`src/rtl/uart_hex_tx.sv`:
```
// uart_hex_tx: serialises a digest as lowercase ASCII hex over an 8N1 UART line.
// Optional trailing CR/LF frames are enabled with the macro UART_HEX_TX_CRLF_EN.
module uart_hex_tx #(
    parameter int CLKS_PER_BIT = 234,
    parameter int NUM_BYTES    = 32
) (
    input  logic                   clk,
    input  logic                   rst_n,
    input  logic                   start,
    input  logic [8*NUM_BYTES-1:0] digest,
    output logic                   tx,
    output logic                   busy,
    output logic                   done,
    output logic [6:0]             char_index
);

    localparam int BW = (CLKS_PER_BIT > 1) ? $clog2(CLKS_PER_BIT) : 1;
    localparam logic [BW-1:0] BAUD_LAST = BW'(CLKS_PER_BIT - 1);
    localparam int DW = 8 * NUM_BYTES;

`ifdef UART_HEX_TX_CRLF_EN
    localparam logic [6:0] HEX_CHARS = 7'(2 * NUM_BYTES);
    localparam logic [6:0] LAST_CHAR = 7'(2 * NUM_BYTES + 1);
`else
    localparam logic [6:0] LAST_CHAR = 7'(2 * NUM_BYTES - 1);
`endif

    typedef enum logic [1:0] {IDLE, START, DATA, STOP} state_t;

    state_t          state, state_n;
    logic [BW-1:0]   baud_cnt, baud_cnt_n;
    logic [2:0]      bit_cnt, bit_cnt_n;
    logic [6:0]      char_n;
    logic [DW-1:0]   shreg, shreg_n;
    logic            tx_n, busy_n, done_n;
    logic [3:0]      nibble;
    logic [7:0]      cur_char;
    logic [2:0]      next_bit;

    // ASCII code of the character currently being framed
    always_comb begin
        nibble   = char_index[0] ? shreg[DW-5 -: 4] : shreg[DW-1 -: 4];
        cur_char = (nibble < 4'd10) ? (8'h30 + {4'h0, nibble}) : (8'h57 + {4'h0, nibble});
`ifdef UART_HEX_TX_CRLF_EN
        if (char_index == HEX_CHARS)
            cur_char = 8'h0D;
        else if (char_index == HEX_CHARS + 7'd1)
            cur_char = 8'h0A;
`endif
    end

    // Next-state logic; tx/busy/done are computed one cycle ahead so the
    // outputs come straight from flops.
    always_comb begin
        state_n    = state;
        baud_cnt_n = baud_cnt;
        bit_cnt_n  = bit_cnt;
        char_n     = char_index;
        shreg_n    = shreg;
        tx_n       = 1'b1;
        busy_n     = busy;
        done_n     = 1'b0;
        next_bit   = bit_cnt + 3'd1;
        unique case (state)
            IDLE: begin
                busy_n = 1'b0;
                if (start) begin
                    shreg_n    = digest;
                    char_n     = '0;
                    baud_cnt_n = '0;
                    bit_cnt_n  = '0;
                    state_n    = START;
                    busy_n     = 1'b1;
                    tx_n       = 1'b0;
                end
            end
            START: begin
                tx_n = 1'b0;
                if (baud_cnt == BAUD_LAST) begin
                    baud_cnt_n = '0;
                    bit_cnt_n  = '0;
                    state_n    = DATA;
                    tx_n       = cur_char[0];
                end else begin
                    baud_cnt_n = baud_cnt + BW'(1);
                end
            end
            DATA: begin
                tx_n = cur_char[bit_cnt];
                if (baud_cnt == BAUD_LAST) begin
                    baud_cnt_n = '0;
                    if (bit_cnt == 3'd7) begin
                        state_n = STOP;
                        tx_n    = 1'b1;
                    end else begin
                        bit_cnt_n = next_bit;
                        tx_n      = cur_char[next_bit];
                    end
                end else begin
                    baud_cnt_n = baud_cnt + BW'(1);
                end
            end
            STOP: begin
                tx_n = 1'b1;
                if (baud_cnt == BAUD_LAST) begin
                    baud_cnt_n = '0;
                    if (char_index == LAST_CHAR) begin
                        state_n = IDLE;
                        busy_n  = 1'b0;
                        done_n  = 1'b1;
                        char_n  = '0;
                    end else begin
                        char_n  = char_index + 7'd1;
                        state_n = START;
                        tx_n    = 1'b0;
                        if (char_index[0])
                            shreg_n = shreg << 8;
                    end
                end else begin
                    baud_cnt_n = baud_cnt + BW'(1);
                end
            end
            default: state_n = IDLE;
        endcase
    end

    // State, counters and registered outputs
    always_ff @(posedge clk or negedge rst_n) begin
        if (!rst_n) begin
            state      <= IDLE;
            baud_cnt   <= '0;
            bit_cnt    <= '0;
            char_index <= '0;
            shreg      <= '0;
            tx         <= 1'b1;
            busy       <= 1'b0;
            done       <= 1'b0;
        end else begin
            state      <= state_n;
            baud_cnt   <= baud_cnt_n;
            bit_cnt    <= bit_cnt_n;
            char_index <= char_n;
            shreg      <= shreg_n;
            tx         <= tx_n;
            busy       <= busy_n;
            done       <= done_n;
        end
    end

endmodule
```
`config.mk`:
```
export PLATFORM = sky130hd
export DESIGN_NAME = uart_hex_tx
export DESIGN_NICKNAME = d
export VERILOG_FILES = /design/src/rtl/uart_hex_tx.sv
export SDC_FILE = /design/constraint.sdc
export NUM_CORES = 1
export LEC_CHECK = 0
export BUFFER_PORTS_ARGS = -buffer_cell sky130_fd_sc_hd__buf_2
export CORE_UTILIZATION = 45
export CTS_BUF_LIST = sky130_fd_sc_hd__clkbuf_8
export CTS_CLUSTER_DIAMETER = 50
export DETAILED_ROUTE_END_ITERATION = 12
export PLACE_DENSITY = 0.67
export SKIP_CTS_REPAIR_TIMING = 1
export SYNTH_ARGS = -nofsm -noshare
export SYNTH_HDL_FRONTEND = slang
export SYNTH_SLANG_ARGS = --single-unit
```
`constraint.sdc`:
```
create_clock -name clk -period 6 [get_ports clk]
set_clock_uncertainty 0.1 [all_clocks]
set_input_delay 1.2 -clock clk [delete_from_list [all_inputs] [get_ports clk]]
set_output_delay 1.2 -clock clk [all_outputs]
set_load 0.02 [all_outputs]
```
==> results of run 1 <==
worst max path at each step:
stage               cells after the start                      to                       from
CTS                                     5   shreg[75]$_DFFE_PN0P_       state[0]$_DFFE_PN0P_
detailed placement                      8   shreg[56]$_DFFE_PN0P_                      start
finish                                  9   shreg[67]$_DFFE_PN0P_    baud_cnt[1]$_DFFE_PN0N_
global route                            9  shreg[218]$_DFFE_PN0P_       state[0]$_DFFE_PN0P_
floorplan                               9            tx$_DFF_PN1_  char_index[0]$_DFFE_PN0P_
global placement                        8   shreg[49]$_DFFE_PN0P_                      start
cell type report:
class	count	share of cell area
diodes	14	0.00223
clock buffers	62	0.0543
clock inverters	26	0.0105
inverters	9	0.00215
multi-input cells	899	0.363
flip-flops and latches	279	0.444
well taps	384	0.0306
repair buffers	277	0.0934
layer usage:
| metal | up-vias | part of all wire | track usage |
|---|---|---|---|
| li1 | 4989 | - | - |
| met4 | 12 | 0.025 | 0.0804 |
| met1 | 4647 | 0.45 | 0.281 |
| met5 | - | 0.0026 | 0 |
| met2 | 246 | 0.45 | 0.319 |
| met3 | 71 | 0.069 | 0.0621 |
power by group:
part	total, W	internal (W)	switching (W)
clock network	0.00180	0.00101	0.000785
registers	0.00188	0.00188	0
logic	0.000176	0.0000875	0.0000881
registers in the layout (all words and copies together) (netlist names):
| register | flops |
|---|---|
| bit_cnt | 3 |
| busy | 1 |
| done | 1 |
| char_index | 7 |
| baud_cnt | 8 |
| state | 2 |
| shreg | 256 |
| tx | 1 |
per-stage QoR:
stage               hold WS (ps)  std cells   util  setup slack [ps]
global route                 439       1946  0.544              1970
floorplan                    373       1277      -              3290
global placement             403       1848  0.508              2240
detailed placement           396       1848  0.508              2140
finish                       417       1950  0.545              2390
CTS                          415       1936  0.544              2350
worst max-delay path: cells and delay by family (launching register included):
family          cells  cell delay [ps]
compound gates      3             1270
simple gates        3              850
buf+inv             2              670
flops               1              400
fa+ha+maj           1              130
synthesized netlist by cell type, drive strengths merged, types with 2 or more instances:
cell and count:
dfrtp 278, nor2 262, a21oi 255, mux2i 251, buf 59, clkbuf 31, nand2 20, o21ai 16
nand3 11, ha 10, a22o 9, inv 9, and3 5, nand4 5, a21boi 4, nor3 4
xor2 4, o211ai 3, xnor2 3, a211o 2, a311oi 2, a41o 2, nor2b 2, nor4b 2
o21bai 2, o22a 2, o31ai 2, or2 2, or3 2
cells by family after synthesis:
logic type,Yosys count,share of synthesized area
DFF,279,0.528
muxes,252,0.191
and+or+nand+nor,322,0.0987
buffers and inverters,99,0.0433
adders and majority gates,10,0.00945
xor gates and xnor gates,7,0.00463
AOI/OAI and AO/OA,308,0.126
==> metrics, run 1 <==
initial core utilization 0.459; Worst Path Arrival 4000 ps; HP Start shreg[1]$_DFFE_PN0P_; Ys Warns 0; post-route antenna net violation count 0; setup TNS 0 ps; most used cell, CP a21oi_1; PortBufs 268; initial antenna violation count 20; GRT Total Usage 0.209; total die area 30100 um^2; ys async rst share 1.00; worst skew pair latency 570 ps; critical path, cell by cell inv_1 -> ha_1 -> nand4_1 -> or4b_1 -> a21oi_1 -> a21boi_4 -> buf_12 -> nor2_1 -> a21oi_1; worst vdd rail ir drop about 0.22 mV; placed cell area 14700 um^2; CTS tree done; # setup viols final 0; Avg Synthesized Cell Area 10.4 um^2; FF-to-FF path depth 9; IO Pins 269; Hold EP shreg[1]$_DFFE_PN0P_; design area 15700 um^2; Startpoint Class register; period utilisation layout 0.602; wire length per cell 16.1 um; RSZ-0062 raised after global routing no; CTS buffer count 50; Worst EP required ~6400 ps; synthesized cell area 13200 um^2; main area contributors after synthesis dfrtp_1 (53%), mux2i_1 (19%), a21oi_1 (9.6%), nor2_1 (7.4%), buf_4 (1.2%); vias in the first global route 9901; Unique masters post-synth between 50 and 60; #FFs+latches synth ~280; worst r2r src baud_cnt[1]$_DFFE_PN0N_; FILL cells 2727; Cells after Synth 1277; HP Class reg2reg; layout net count 1785; # DRC 0; Rows 62; Power Total 0.00386 W; Routed WL 31400 um; RD Place Congestion 0.823; core area slightly below 30000 um^2; drt first pass iters 5; Crit Path Max Fanout 206; Critical Path Slowest Stage Cell a21oi_1; fin crit period approximately 3600 ps; Fmax between 200 and 300 MHz; Hold Fails Final Rpt 0; Via-to-Cell Ratio 5.11; register area approximately 7000 um^2; WS Path Type reg2reg; max-slew violations 0; Worst R2R End shreg[67]$_DFFE_PN0P_; CTS Root Cell clkbuf_8; Worst path max stage delay 670 ps; most common cell after layout, fill and taps aside dfrtp_1; share of cells above drive strength 1 0.228; htree depth 2; Post-synth EDFFs 0; Hold Crit Depth 1; worst-case clock buffer depth 3; largest net degree at the start of global routing 207; Slew headroom 0.253; max cap viols 0; DR vias roughly 10000; first-pass GRT wire length 50900 um; cell accounting for the most synthesized area dfrtp_1; ys flop type dfrtp_1; CP endpoint kind register; Multi-input gate area 5700 um^2; commonest cells after routing, fill and taps aside dfrtp_1 (278), buf_2 (267), nor2_1 (262); Die H 174 um; Worst-path clk slew 60 ps; Pleak 7.26 nW; Syn Nets 1546; TritonCTS Sinks 279; Die Wd 174 um; Seq/Total Area, Yosys 0.528; grt ovf 0; R2R setup slack 2390 ps; initial drt markers 694; P per Cell Area between 200 and 250 nW/um^2; worst-margin pin slew 1100 ps; Synth top area share 0.526; Layout area overhead 18.8%; DP HPWL 20900 um; status completed
(Power assumes the default switching activity.)
==> run 2: changes to the inputs <==
Settings changed: PLACE_DENSITY 0.67 to 0.7.
Clock period 6 ns to 3.1 ns, I/O delays scaled along.
==> metrics, run 2 (synthesized netlist as in run 1, its figures left out) <==
period utilisation layout 0.881; Crit Path Max Fanout 68; design area 16100 um^2; Die Wd ~170 um; TritonCTS Sinks 279; Startpoint Class register; drt first pass iters 5; FILL cells approximately 2600; Multi-input gate area between 5000 and 6000 um^2; layout net count 1801; Critical Path Source state[0]$_DFFE_PN0P_; Post-Layout Cell Count between 1500 and 2000; Hold Fails Final Rpt 0; worst r2r src state[0]$_DFFE_PN0P_; wire length per cell 16.2 um; GRT Total Usage 0.216; Buf+Inv Stages, Crit Path 3; CTS buffer count 50; PortBufs 268; Worst Path Arrival 3060 ps; P per Cell Area a little under 500 nW/um^2; WS Path Type reg2reg; Rows 62; DR vias approximately 10000; # setup viols final 0; FF-to-FF path depth 10; max cap viols 0; Via-to-Cell Ratio just over 5; post-route setup slack 369 ps; status completed; worst vdd rail ir drop 0.373 mV; Pleak 7.42 nW; Layout area overhead 21.7%; worst-margin pin slew 1110 ps; RSZ-0062 raised after global routing no; critical path, cell by cell inv_1 -> ha_1 -> nor2b_1 -> o21bai_1 -> a21oi_1 -> a21boi_4 -> buf_12 -> buf_12 -> nor2_1 -> a21oi_1; most common cell after layout, fill and taps aside dfrtp_1; commonest cells after routing, fill and taps aside dfrtp_1 (278), buf_2 (267), nor2_1 (262); HP Start digest[0]; Hold Crit Depth 2; vias in the first global route between 10000 and 15000; htree depth 2; worst-case clock buffer depth 3; hold_ws 186 ps; CTS tree done; max reg flops 256; Largest delay share family, worst path simple AND/OR/NAND/NOR gates; largest net degree at the start of global routing 110; Largest Register shreg; R2R setup slack between 300 and 400 ps; DP Worst Slack 387 ps; Die H between 150 and 200 um; # DRC 0; RD Place Congestion 0.808; Routed WL 32000 um; DP HPWL 21900 um; max-slew violations 0; CTS Root Cell clkbuf_8; worst skew pair latency 550 ps; core area 28900 um^2; share of cells above drive strength 1 0.241; Worst EP required 3420 ps; Regs by FF count shreg (256), baud_cnt (8), char_index (7); Critical Path Slowest Stage Cell nor2b_1; Worst R2R End shreg[118]$_DFFE_PN0P_; total die area 30100 um^2; Slew headroom 0.262; first-pass GRT wire length 52300 um; post-route antenna net violation count 0; Hold EP shreg[0]$_DFFE_PN0P_; register area between 6000 and 7000 um^2; fin crit period around 2700 ps; placed cell area 14900 um^2; initial core utilization 0.459; Worst-path clk slew 60 ps; initial antenna violation count 17; Worst path max stage delay 590 ps; initial drt markers between 500 and 600; CP endpoint kind register; IO Pins 269; Fmax 366 MHz; setup TNS 0 ps; grt ovf 0; placed instance count 1863; HP Class in2reg
run 2: changes by cell type in the layout (fill, tap and decap cells not counted), sizes merged:
cell	previous run	this run
inv	29	22
bufinv	2	3
clkbuf	62	70
diode	14	15
clkinv	3	5
buf	277	292
dlygate4sd3	0	1
run 2: area by class of cell:
class,count,area share
Multi-Input combinational cell,899,0.354
Timing Repair Buffer,293,0.107
Clock buffer,70,0.0598
Antenna cell,15,0.00233
Tap cell,384,0.0298
Inverter,9,0.00210
Clock inverter,22,0.0109
Sequential cell,279,0.434
run 2: where the power goes:
group / internal (W) / switching (W)
registers: 0.00364 / 0
logic: 0.000177 / 0.000180
clock network: 0.00225 / 0.00152
run 2: worst max-delay path by stage:
stage	to	slack [ps]	cells after the start
2_1_floorplan	tx$_DFF_PN1_	390	9
3_3_place_gp	shreg[213]$_DFFE_PN0P_	450	10
3_5_place_dp	shreg[135]$_DFFE_PN0P_	390	10
4_1_cts	shreg[135]$_DFFE_PN0P_	360	10
5_1_grt	shreg[105]$_DFFE_PN0P_	110	10
6_report	shreg[118]$_DFFE_PN0P_	370	10
run 2: per-layer routing:
layer | GRT usage | vias up | part of all wire
met5 | 0 | - | 0.00097
met4 | 0.0855 | 4 | 0.026
met3 | 0.0599 | 56 | 0.065
met2 | 0.336 | 264 | 0.47
met1 | 0.285 | 4670 | 0.44
li1 | - | 5017 | -
run 2: metrics by stage:
| step | util | power [W] |
|---|---|---|
| after floorplan | - | 0.00380 |
| after global placement | 0.517 | 0.00407 |
| after detailed placement | 0.517 | 0.00407 |
| after CTS | 0.556 | 0.00789 |
| after global routing | 0.558 | 0.00810 |
| final | 0.558 | 0.00778 |
==> run 3: changes to the inputs <==
Settings changed: ABC_CLOCK_PERIOD_IN_PS set to 2300, CORE_UTILIZATION 45 to 40, PLACE_DENSITY 0.7 to unset.
Clock period 3.1 ns to 2.3 ns, I/O delays scaled along.
==> metrics, run 3 (synthesized netlist as in run 1, its figures left out) <==
HP Start digest[0]; # DRC 0; PortBufs 268; critical path, cell by cell inv_1 -> ha_1 -> nand4_1 -> or4b_4 -> a21oi_4 -> a21boi_4 -> buf_12 -> buf_16 -> clkbuf_16 -> nor2_1 -> a21oi_1; grt ovf 0; DP Worst Slack -177 ps; initial antenna violation count 24; Worst-path clk slew 60 ps; TritonCTS Sinks 279; max-slew violations 0; Regs by FF count shreg (256), baud_cnt (8), char_index (7); Worst EP required roughly 2700 ps; # setup viols final 255; Die Wd 184 um; design area 17600 um^2; status complete, but fails checks; GRT Total Usage 0.195; largest net degree at the start of global routing 80; wire length per cell 17.6 um; Via-to-Cell Ratio 5.02; Worst path max stage delay 560 ps; RSZ-0062 raised after global routing yes; Layout area overhead 33.2%; P per Cell Area between 500 and 600 nW/um^2; Rows 66; Hold Fails Final Rpt 0; htree depth 2; vias in the first global route 10223; placed cell area 15400 um^2; CTS buffer count 51; CP endpoint kind register; worst-case clock buffer depth 3; Fmax 396 MHz; Hold EP shreg[0]$_DFFE_PN0P_; Critical Path Slowest Stage Cell or4b_4; CTS tree done; Die H 184 um; FF-to-FF path depth 11; most common cell after layout, fill and taps aside dfrtp_1; max cap viols 0; max reg flops 256; Routed WL 37200 um; share of cells above drive strength 1 0.279; Pleak 8.07 nW; Hold Crit Depth 2; post-route antenna net violation count 0; R2R setup slack -220 ps; initial drt markers 596; initial core utilization 0.407; worst r2r src baud_cnt[1]$_DFFE_PN0N_; Crit Path Max Fanout 8; IO Pins 269; Startpoint Class register; Power Total 0.0102 W; Worst Path Arrival between 2000 and 3000 ps; violated checks negative setup slack; WS Path Type reg2reg; HP Class in2reg; setup TNS -39120 ps; DR vias 10594; worst-margin pin slew approximately 570 ps; CTS Root Cell clkbuf_8; fin crit period 2520 ps; Largest Register shreg; worst vdd rail ir drop 0.414 mV; total die area 33800 um^2; drt first pass iters 5; DP HPWL roughly 23000 um; first-pass GRT wire length 52500 um; Slew headroom 0.619; Worst R2R End shreg[21]$_DFFE_PN0P_; worst skew pair latency 570 ps; commonest cells after routing, fill and taps aside dfrtp_1 (277), buf_2 (267), nor2_1 (262); RD Place Congestion 0.807; core area 32500 um^2; FILL cells 3020; layout net count 1884; period utilisation layout 1.10; post-route setup slack -224 ps
-- run 3: changes by cell type in the layout (fill, tap and decap cells not counted), sizes merged --
cell,previous run,this run
inv,22,27
clkinv,5,4
clkbuf,70,100
diode,15,17
bufinv,3,2
dlygate4sd3,1,3
clkinvlp,1,2
buf,292,336
-- run 3: critical path, delay by kind of cell, from the launching register on --
kind,cells,cell delay (ps)
AO/OA/AOI/OAI,3,510
buffers and inverters,4,620
flip-flops,1,380
AND/OR/NAND/NOR,3,710
adder cells (fa/ha/maj),1,130
-- run 3: metrics by stage --
stage | utilization | cells | hold slack, ps
6_report | 0.542 | 2111 | 21.3
2_1_floorplan | - | 1277 | 64.4
3_5_place_dp | 0.473 | 1957 | 319
3_3_place_gp | 0.473 | 1957 | 317
4_1_cts | 0.505 | 2047 | -305
5_1_grt | 0.542 | 2107 | 1.88
-- run 3: layout make-up --
class | count | area (um^2) | share of cell area
inverter | 9 | 33.8 | 0.00192
multi-input combinational | 899 | 5740 | 0.325
sequential | 279 | 6980 | 0.396
clock buffer | 64 | 881 | 0.0500
tap | 442 | 553 | 0.0314
clock inverter | 26 | 168 | 0.00951
antenna | 17 | 42.5 | 0.00241
timing repair buffer | 375 | 3230 | 0.183
-- run 3: report_power, final --
part,leakage [nW],total (W),internal (W),switching [W]
clock,0.600,0.00480,0.00272,0.00208
sequential,3.87,0.00491,0.00491,0
combinational,3.60,0.000490,0.000245,0.000245
-- run 3: worst max path at each step --
stage	startpoint	end	depth (start not counted)
floorplan	baud_cnt[1]$_DFFE_PN0N_	shreg[188]$_DFFE_PN0P_	11
global placement	baud_cnt[1]$_DFFE_PN0N_	shreg[38]$_DFFE_PN0P_	10
detailed placement	baud_cnt[1]$_DFFE_PN0N_	shreg[29]$_DFFE_PN0P_	10
CTS	baud_cnt[1]$_DFFE_PN0N_	shreg[29]$_DFFE_PN0P_	10
global route	baud_cnt[1]$_DFFE_PN0N_	shreg[231]$_DFFE_PN0P_	11
finish	baud_cnt[1]$_DFFE_PN0N_	shreg[21]$_DFFE_PN0P_	11
-- run 3: metal layers --
layer	wire, um	GRT usage	part of all wire
met1	16700	0.257	0.45
met2	17100	0.298	0.46
met3	2380	0.0582	0.064
met4	950	0.0817	0.026
met5	100	0	0.0027
